<file path="config.mk">
export PLATFORM = sky130hd
export DESIGN_NAME = hazard_unit
export DESIGN_NICKNAME = d
export VERILOG_FILES = /design/src/rtl/hazard_unit_pkg.sv /design/src/rtl/hazard_unit_slot_reg.sv /design/src/rtl/hazard_unit.sv
export SDC_FILE = /design/constraint.sdc
export NUM_CORES = 1
export LEC_CHECK = 0
export ABC_AREA = 1
export CAP_MARGIN = 5
export CORE_ASPECT_RATIO = 0.5
export CORE_MARGIN = 5
export CORE_UTILIZATION = 55
export DETAILED_ROUTE_END_ITERATION = 16
export PLACE_DENSITY = 0.79
export RECOVER_POWER = 100
export SYNTH_ARGS = -nofsm -noshare
export SYNTH_HDL_FRONTEND = slang
export SYNTH_HIERARCHICAL = 1
export SYNTH_SLANG_ARGS = --single-unit
</file>
<file path="constraint.sdc">
create_clock -name clkH -period 5.2 [get_ports clkH]
set_clock_uncertainty 0.2 [all_clocks]
set_input_delay 0.78 -clock clkH [delete_from_list [all_inputs] [get_ports clkH]]
set_output_delay 0.78 -clock clkH [all_outputs]
set_load 0.02 [all_outputs]
</file>
<file path="src/rtl/hazard_unit_pkg.sv">
// Shared types for the hazard unit: forward-select encodings, the shadow-slot
// layout {valid, regwrite, memtoreg, dst, rs, rt} and the register-match helper.
package hazard_unit_pkg;

    localparam int SLOT_AW = 5;
    localparam int SLOTS   = 3;   // 0:E 1:M 2:W

    localparam logic [1:0] FWD_REG = 2'b00;
    localparam logic [1:0] FWD_MEM = 2'b10;
    localparam logic [1:0] FWD_WB  = 2'b01;

    typedef struct packed {
        logic               valid;
        logic               regwrite;
        logic               memtoreg;
        logic [SLOT_AW-1:0] dst;
        logic [SLOT_AW-1:0] rs;
        logic [SLOT_AW-1:0] rt;
    } slot_t;

    // A live writer of register x; $0 is hardwired so it never matches.
    function automatic logic reg_match(input logic [SLOT_AW-1:0] x, input slot_t s);
        return s.valid & s.regwrite & (s.dst == x) & (x != '0);
    endfunction

    // Execute-stage operand select, M has priority over W.
    function automatic logic [1:0] fwd_sel(input logic [SLOT_AW-1:0] x, input slot_t m,
                                           input slot_t w);
        if (reg_match(x, m))      return FWD_MEM;
        else if (reg_match(x, w)) return FWD_WB;
        else                      return FWD_REG;
    endfunction

endpackage

</file>
<file path="src/rtl/hazard_unit_slot_reg.sv">
// One shadow-pipeline slot: resettable register whose bubble input loads an
// empty (invalid) slot instead of the incoming one.
module hazard_slot_reg
    import hazard_unit_pkg::*;
(
    input  logic  clk,
    input  logic  rst_n,
    input  logic  bubble,
    input  slot_t d,
    output slot_t q
);

    // Slot register; bubble clears every field so a dead slot carries no memtoreg.
    always_ff @(posedge clk or negedge rst_n) begin
        if (!rst_n)      q <= '0;
        else if (bubble) q <= '0;
        else             q <= d;
    end

endmodule

</file>
<file path="src/rtl/hazard_unit.sv">
// Hazard unit for the 5-stage pipeline: decode/execute forward selects,
// load-use and branch stalls, and IF/ID flush. Tracks E/M/W in its own shadow
// pipeline fed from decode fields.
// Optional: HAZARD_PERF_CNT_EN adds StallCnt/FlushCnt perf counters.
module hazard_unit
    import hazard_unit_pkg::*;
#(
`ifdef HAZARD_PERF_CNT_EN
    parameter int CNT_W  = 32,
`endif
    parameter int REG_AW = SLOT_AW   // must equal SLOT_AW (slot layout width)
) (
    input  logic              clkH,
    input  logic              rstH,
    input  logic [REG_AW-1:0] RsD,
    input  logic [REG_AW-1:0] RtD,
    input  logic [REG_AW-1:0] WriteRegD,
    input  logic              RegWriteD,
    input  logic              MemtoRegD,
    input  logic              BranchD,
    input  logic              PCSrcD,
    input  logic              JumpD,
    output logic              ForwardAD,
    output logic              ForwardBD,
    output logic [1:0]        ForwardAE,
    output logic [1:0]        ForwardBE,
    output logic              StallF,
    output logic              StallD,
    output logic              FlushD,
    output logic              FlushE
`ifdef HAZARD_PERF_CNT_EN
    ,
    output logic [CNT_W-1:0]  StallCnt,
    output logic [CNT_W-1:0]  FlushCnt
`endif
);

    slot_t             slot_d [SLOTS];
    slot_t             slot_q [SLOTS];
    logic [SLOTS-1:0]  slot_bub;
    slot_t             e_s, m_s, w_s;
    logic              stall, lwstall, brstall;

    assign e_s = slot_q[0];
    assign m_s = slot_q[1];
    assign w_s = slot_q[2];

    // E takes the decode instruction; M and W simply follow. Only E can bubble.
    assign slot_d[0] = '{valid: 1'b1, regwrite: RegWriteD, memtoreg: MemtoRegD,
                         dst: WriteRegD, rs: RsD, rt: RtD};
    assign slot_d[1] = slot_q[0];
    assign slot_d[2] = slot_q[1];
    assign slot_bub  = {2'b00, stall};

    for (genvar i = 0; i < SLOTS; i++) begin : g_slot
        hazard_slot_reg u_slot (
            .clk    (clkH),
            .rst_n  (rstH),
            .bubble (slot_bub[i]),
            .d      (slot_d[i]),
            .q      (slot_q[i])
        );
    end

    // Stall and forward decisions, all from the current shadow state.
    always_comb begin
        lwstall = e_s.memtoreg & (reg_match(RsD, e_s) | reg_match(RtD, e_s));
        // Second load->branch stall comes from the load sitting in M.
        brstall = BranchD & (reg_match(RsD, e_s) | reg_match(RtD, e_s) |
                             (m_s.memtoreg & (reg_match(RsD, m_s) | reg_match(RtD, m_s))));
        stall     = lwstall | brstall;
        ForwardAD = reg_match(RsD, m_s) & ~m_s.memtoreg;
        ForwardBD = reg_match(RtD, m_s) & ~m_s.memtoreg;
        ForwardAE = fwd_sel(e_s.rs, m_s, w_s);
        ForwardBE = fwd_sel(e_s.rt, m_s, w_s);
        StallF    = stall;
        StallD    = stall;
        FlushE    = stall;
        // A stalled branch is not resolved yet; reset gates the only input-driven output.
        FlushD    = (PCSrcD | JumpD) & ~stall & rstH;
    end

`ifdef HAZARD_PERF_CNT_EN
    // Free-running wrap-around counters of stall and IF/ID flush cycles.
    always_ff @(posedge clkH or negedge rstH) begin
        if (!rstH) begin
            StallCnt <= '0;
            FlushCnt <= '0;
        end else begin
            if (StallD) StallCnt <= StallCnt + 1'b1;
            if (FlushD) FlushCnt <= FlushCnt + 1'b1;
        end
    end
`endif

endmodule

</file>
==> impl_metrics.toml, run 1 <==
[layout]
multiInputGateArea_um2 = 769
diodes = 0
largest_reg_flops = 33
fin_nets = 314
top_regs = "g_slot.u_slot/q: 33 flops"
register_area_um2 = 826
drive_above_1_share = 0.0683
largest_register = "g_slot.u_slot/q"
area_growth_pct = 20.6
fillCellCount = 288

[global_route]
grt_max_degree = 35
gr-usage-met1 = 0.221
grt_pass1_vias = 1561
grt_pass1_wl_um = 6820
grt_use_met3 = 0.0434
grt_use_total = 0.184
use_met2 = 0.320
antenna_found_initial = 0
grt_busiest_layer = "met2"
overflow = 0

[route]
ant_nets = 0
wire_per_inst_um = 11.7
wl_um = 4020
drc = 0
vias = 1643
drtIter0Drc = 76
routed_via_density = 4.78
first_pass_iters = 4

[cts]
cts_max_level = 2
cts_buffers = 5
clkTransAtPathRegs_ps = 60
clk_latency_ps = 280
clockRootBuffer = "clkbuf_8"
ctsHoldBuffers = 0
cts_resized = 0
cts_tree = "yes"
clock_sinks = 33
clock_path_buffers = 2
cts_setup_buffers = 0

[setup_path]
cp.arrival_ps = 3310
worst-endpoint-required_ps = 4220
critPathKind = "in -> out"
critPathCaptureType = "output pin"
startpoint_type = "input port"
crit_fanout = 22

[sta]
setup_slack_ps = 914
finalSetupViolCount = 0
rsz0062_at_grt = "false"
fin_crit_ps = 4290
maxSlewViolCount = 0
timing.slew.headroom = 0.532
tightest_slew_ps = 701
hold_viol = 0
fin_setup_tns_ps = 0
max_freq_mhz = 233
fin_crit_sh = 0.824

[placed_design]
portBuffers = 31
pre_cts_slack_ps = 1310
dp_hpwl_um = 3100
gp_congestion = 0.914

[power]
powerDensity_mw_per_mm2 = 267
ir_worst_vdd_uv = 162
p_leak_nw = 1.28
p_total_mw = 0.620

[min_path]
hp-class = "reg -> reg"

[logic_synthesis]
ys.warnings.count = 6
syn_area_per_cell_um2 = 7.39
synth_area_mm2 = 0.00193
netlist_instances = 261

[floorplanning]
row_count = 15
die_area_mm2 = 0.00486
chipWidth_um = 93.7
coreArea_mm2 = 0.00340
die_h_um = 51.9
start_util = 0.568
io_pins = 32

[flow_run]
maxCapViolCount = 0

[status]
status = "finished clean"
worst max-delay path: stages:
cell,delay (ps)
dlygate4sd3_1,610
inv_1,120
nand2_1,60
nand2_1,60
nand2_1,50
nor2_1,150
nand2_2,70
nand2_1,60
nand2_1,50
nand2_1,520
dlygate4sd3_1,780
path summary, 6_finish.rpt:
kind / end / depth (start not counted) / slack [ps] / startpoint
setup / recovery: FlushE / 11 / 910 / RsD[3]
hold / removal: g_slot[2].u_slot/q[17] / 2 / 280 / g_slot[1].u_slot/q[17]
setup reg to reg: g_slot[0].u_slot/q[5] / 8 / 3090 / g_slot[1].u_slot/q[14]
hold reg to reg: g_slot[2].u_slot/q[17] / 2 / 280 / g_slot[1].u_slot/q[17]
max in group asynchronous: g_slot[2].u_slot/q[14] / 2 / 3740 / rstH
min in group asynchronous: g_slot[0].u_slot/q[14] / 2 / 760 / rstH
per-stage QoR:
stage               hold slack, ps  instance area (um^2)  cells   util
floorplan                      258                  1930    262      -
global placement               272                  2210    336  0.651
detailed placement             272                  2210    336  0.651
CTS                            285                  2330    344  0.685
global route                   305                  2330    344  0.685
finish                         281                  2330    344  0.685
layout by cell type, fill, tap and decap left out, types with 3 or more instances in the layout:
master and n:
a211oi_1 3, a21oi_1 3, clkbuf_8 6, clkdlybuf4s50_1 19
conb_1 3, dfrtp_1 33, dlygate4sd3_1 12, inv_1 57
inv_2 5, nand2_1 51, nand3_1 9, nor2_1 51
nor3_1 3, o21ai_0 3, xnor2_1 10, xor2_1 8
metal layers:
| layer | up-vias | part of all wire |
|---|---|---|
| met5 | - | 0 |
| met4 | 0 | 0.023 |
| met3 | 16 | 0.062 |
| met2 | 68 | 0.48 |
| met1 | 743 | 0.43 |
| li1 | 816 | - |
final cells by class:
| class | count | area share |
|---|---|---|
| clock buffers | 7 | 0.0371 |
| repair buffers | 32 | 0.137 |
| multi-input cells | 158 | 0.331 |
| well taps | 51 | 0.0274 |
| inverters | 62 | 0.100 |
| flip-flops and latches | 33 | 0.355 |
| clock inverters | 1 | 0.0129 |
power by group:
group          internal [mW]  switching [mW]  total (mW)  leakage (nW)
logic                 0.0399          0.0461      0.0860         0.816
registers              0.271          0.0162       0.287         0.408
clock network          0.156          0.0913       0.247        0.0585
Power figures use the tool's default switching activity.
==> run 2, diff against run 1 <==
CORE_UTILIZATION = 51   (was 55)
PLACE_DENSITY = 0.77   (was 0.79)
clock period = 3.8 ns   (was 5.2 ns; I/O delays follow)
==> run 2 against run 1 <==
  * First-iteration DRC count increased by 32%
  * Sequential share of layout area up 0.46 points
  * Largest power group unchanged
  * Routed wire length fell by 1.7%
  * Worst setup slack worse by 530 ps
  * Highest routed layer unchanged
  * Global-route usage fell by 1.3 points
  * Final cell count stayed put
  * The run now ends with capacitance limit, slew limit left
  * Design area down 1.3%
  * Non-clock buffer count up 1
  * Die area grew 6.7%
  * Clock-buffer cell count unchanged
==> impl_metrics.toml, run 2 (synthesis gave the netlist of run 1 again) <==
[route]
wl_um = 3950
ant_nets = 0
vias = 1627
drc = 0
routed-wl-met3_um = 218
dr.max_layer_used = "met4"
wl_met1_um = 1790
route.met2.wl_um = 1900
wire_per_inst_um = 11.5
routed_via_density = 4.73
first_pass_iters = 4
drtIter0Drc = 100

[floorplanning]
row_count = 15
die_h_um = 53.5
io_pins = 32
chipWidth_um = 97.0
coreArea_mm2 = 0.00353
die_area_mm2 = 0.00519
start_util = 0.546

[flow_run]
maxCapViolCount = 1

[cts]
cts_buffers = 5
cts_resized = 0
clkTransAtPathRegs_ps = 60
cts_max_level = 2
clk_latency_ps = 280
cts_tree = "yes"
cts_setup_buffers = 0
clockRootBuffer = "clkbuf_8"
clock_path_buffers = 2
ctsHoldBuffers = 0
clock_sinks = 33

[status]
status = "finished with violations"
violations = "capacitance limit, slew limit"

[power]
p_switching_mw = 0.196
p_total_mw = 0.764
ir_worst_vdd_uv = 260
powerDensity_mw_per_mm2 = 333
pwr-share-clk = 0.332
sw_frac_of_total = 0.257
pwr-share-seq = 0.514
p_int_mw = 0.568
p_leak_nw = 1.26
combinationalPowerShare = 0.153

[sta]
maxSlewViolCount = 34
max_freq_mhz = 293
fin_setup_tns_ps = 0
hold_viol = 0
finalSetupViolCount = 0
fin_crit_ps = 3410
rsz0062_at_grt = "false"
fin_crit_sh = 0.899
timing.slew.headroom = -0.121
tightest_slew_ps = 1680

[min_path]
hp-class = "reg -> reg"

[setup_path]
critPathCaptureType = "output pin"
crit_fanout = 5
r2r_slack_ps = 1420
critPathKind = "in -> out"
reg2reg_from = "g_slot[1].u_slot/q[11]"
r2r_cells = 10
worstSetupEndpoint = "FlushD"
startpoint_type = "input port"
r2r-end = "g_slot[0].u_slot/q[5]"
setup.worst_path.start = "RtD[3]"
worst-endpoint-required_ps = 3030
cp.arrival_ps = 2640

[global_route]
antenna_found_initial = 0
grt_use_total = 0.171
grt_pass1_wl_um = 6880
grt_pass1_vias = 1556
overflow = 0
grt_max_degree = 34

[layout]
fin_nets = 315
largest_reg_flops = 33
diodes = 0
drive_above_1_share = 0.0614
area_growth_pct = 19.1
top_regs = "g_slot.u_slot/q: 33 flops"
mostFrequentLayoutCells = "57 x inv_1, 51 x nand2_1, 51 x nor2_1, 33 x dfrtp_1, 19 x clkdlybuf4s50_1"
layout_commonest_cell = "inv_1"
largest_register = "g_slot.u_slot/q"
fin_util = 0.651
fin_cells = 344

[placed_design]
dp_hpwl_um = 3070
portBuffers = 31
dp.cells = 337
gp_congestion = 0.945
[run 2: changes by cell type in the layout (fill, tap and decap cells not counted), sizes merged]
cell,delta
buf,-1
clkbuf,+2
bufinv,-1
[run 2: per-stage QoR]
step	setup slack [ps]	hold slack [ps]	instance area (um^2)
floorplan	1650	74.4	1930
global placement	627	269	2220
detailed placement	594	284	2220
CTS	554	311	2310
global route	227	350	2300
finish	386	309	2300
[run 2: power groups by stage]
stage               clock network, mW  registers (mW)  logic, mW
finish                          0.254           0.393      0.117
global route                    0.276           0.396      0.133
CTS                             0.260           0.392      0.119
detailed placement                  0           0.398      0.118
global placement                    0           0.397      0.114
floorplan                           0           0.391     0.0779
[run 2: cell type report]
type | count | area (um^2)
repair buffers | 33 | 318
multi-input cells | 158 | 769
fillers | 330 | 1230
flip-flops and latches | 33 | 826
well taps | 51 | 63.8
inverters | 62 | 233
clock buffers | 7 | 86.3
[run 2: routing by layer]
metal  track usage  up-vias
met3        0.0421        7
met4        0.0676        0
li1              -      820
met1         0.206      754
met2         0.303       46
met5             0        -
[run 2: worst min-delay path by stage]
stage | slack, ps | startpoint | to | cells past startpoint
2_1_floorplan | 70 | rstH | g_slot[0].u_slot/q[0] | 0
3_3_place_gp | 270 | g_slot[0].u_slot/q[15] | g_slot[1].u_slot/q[15] | 2
3_5_place_dp | 280 | g_slot[0].u_slot/q[17] | g_slot[1].u_slot/q[17] | 2
4_1_cts | 310 | g_slot[1].u_slot/q[17] | g_slot[2].u_slot/q[17] | 2
5_1_grt | 350 | g_slot[0].u_slot/q[15] | g_slot[1].u_slot/q[15] | 2
6_report | 310 | g_slot[1].u_slot/q[17] | g_slot[2].u_slot/q[17] | 2
[run 2: critical path, stage by stage]
cell	delay (ps)
dlygate4sd3_1	620
inv_1	110
nand3_1	70
nor2_1	130
nor2_1	60
nand2_1	90
nand2_1	60
nand2_1	50
nand2_1	110
nor2_2	100
dlygate4sd3_1	670
==> run 3, diff against run 2 <==
ABC_CLOCK_PERIOD_IN_PS = 3800   (was not set)
==> results of run 3 <==
Final layout, timing and power as in run 2 (identical DEF).
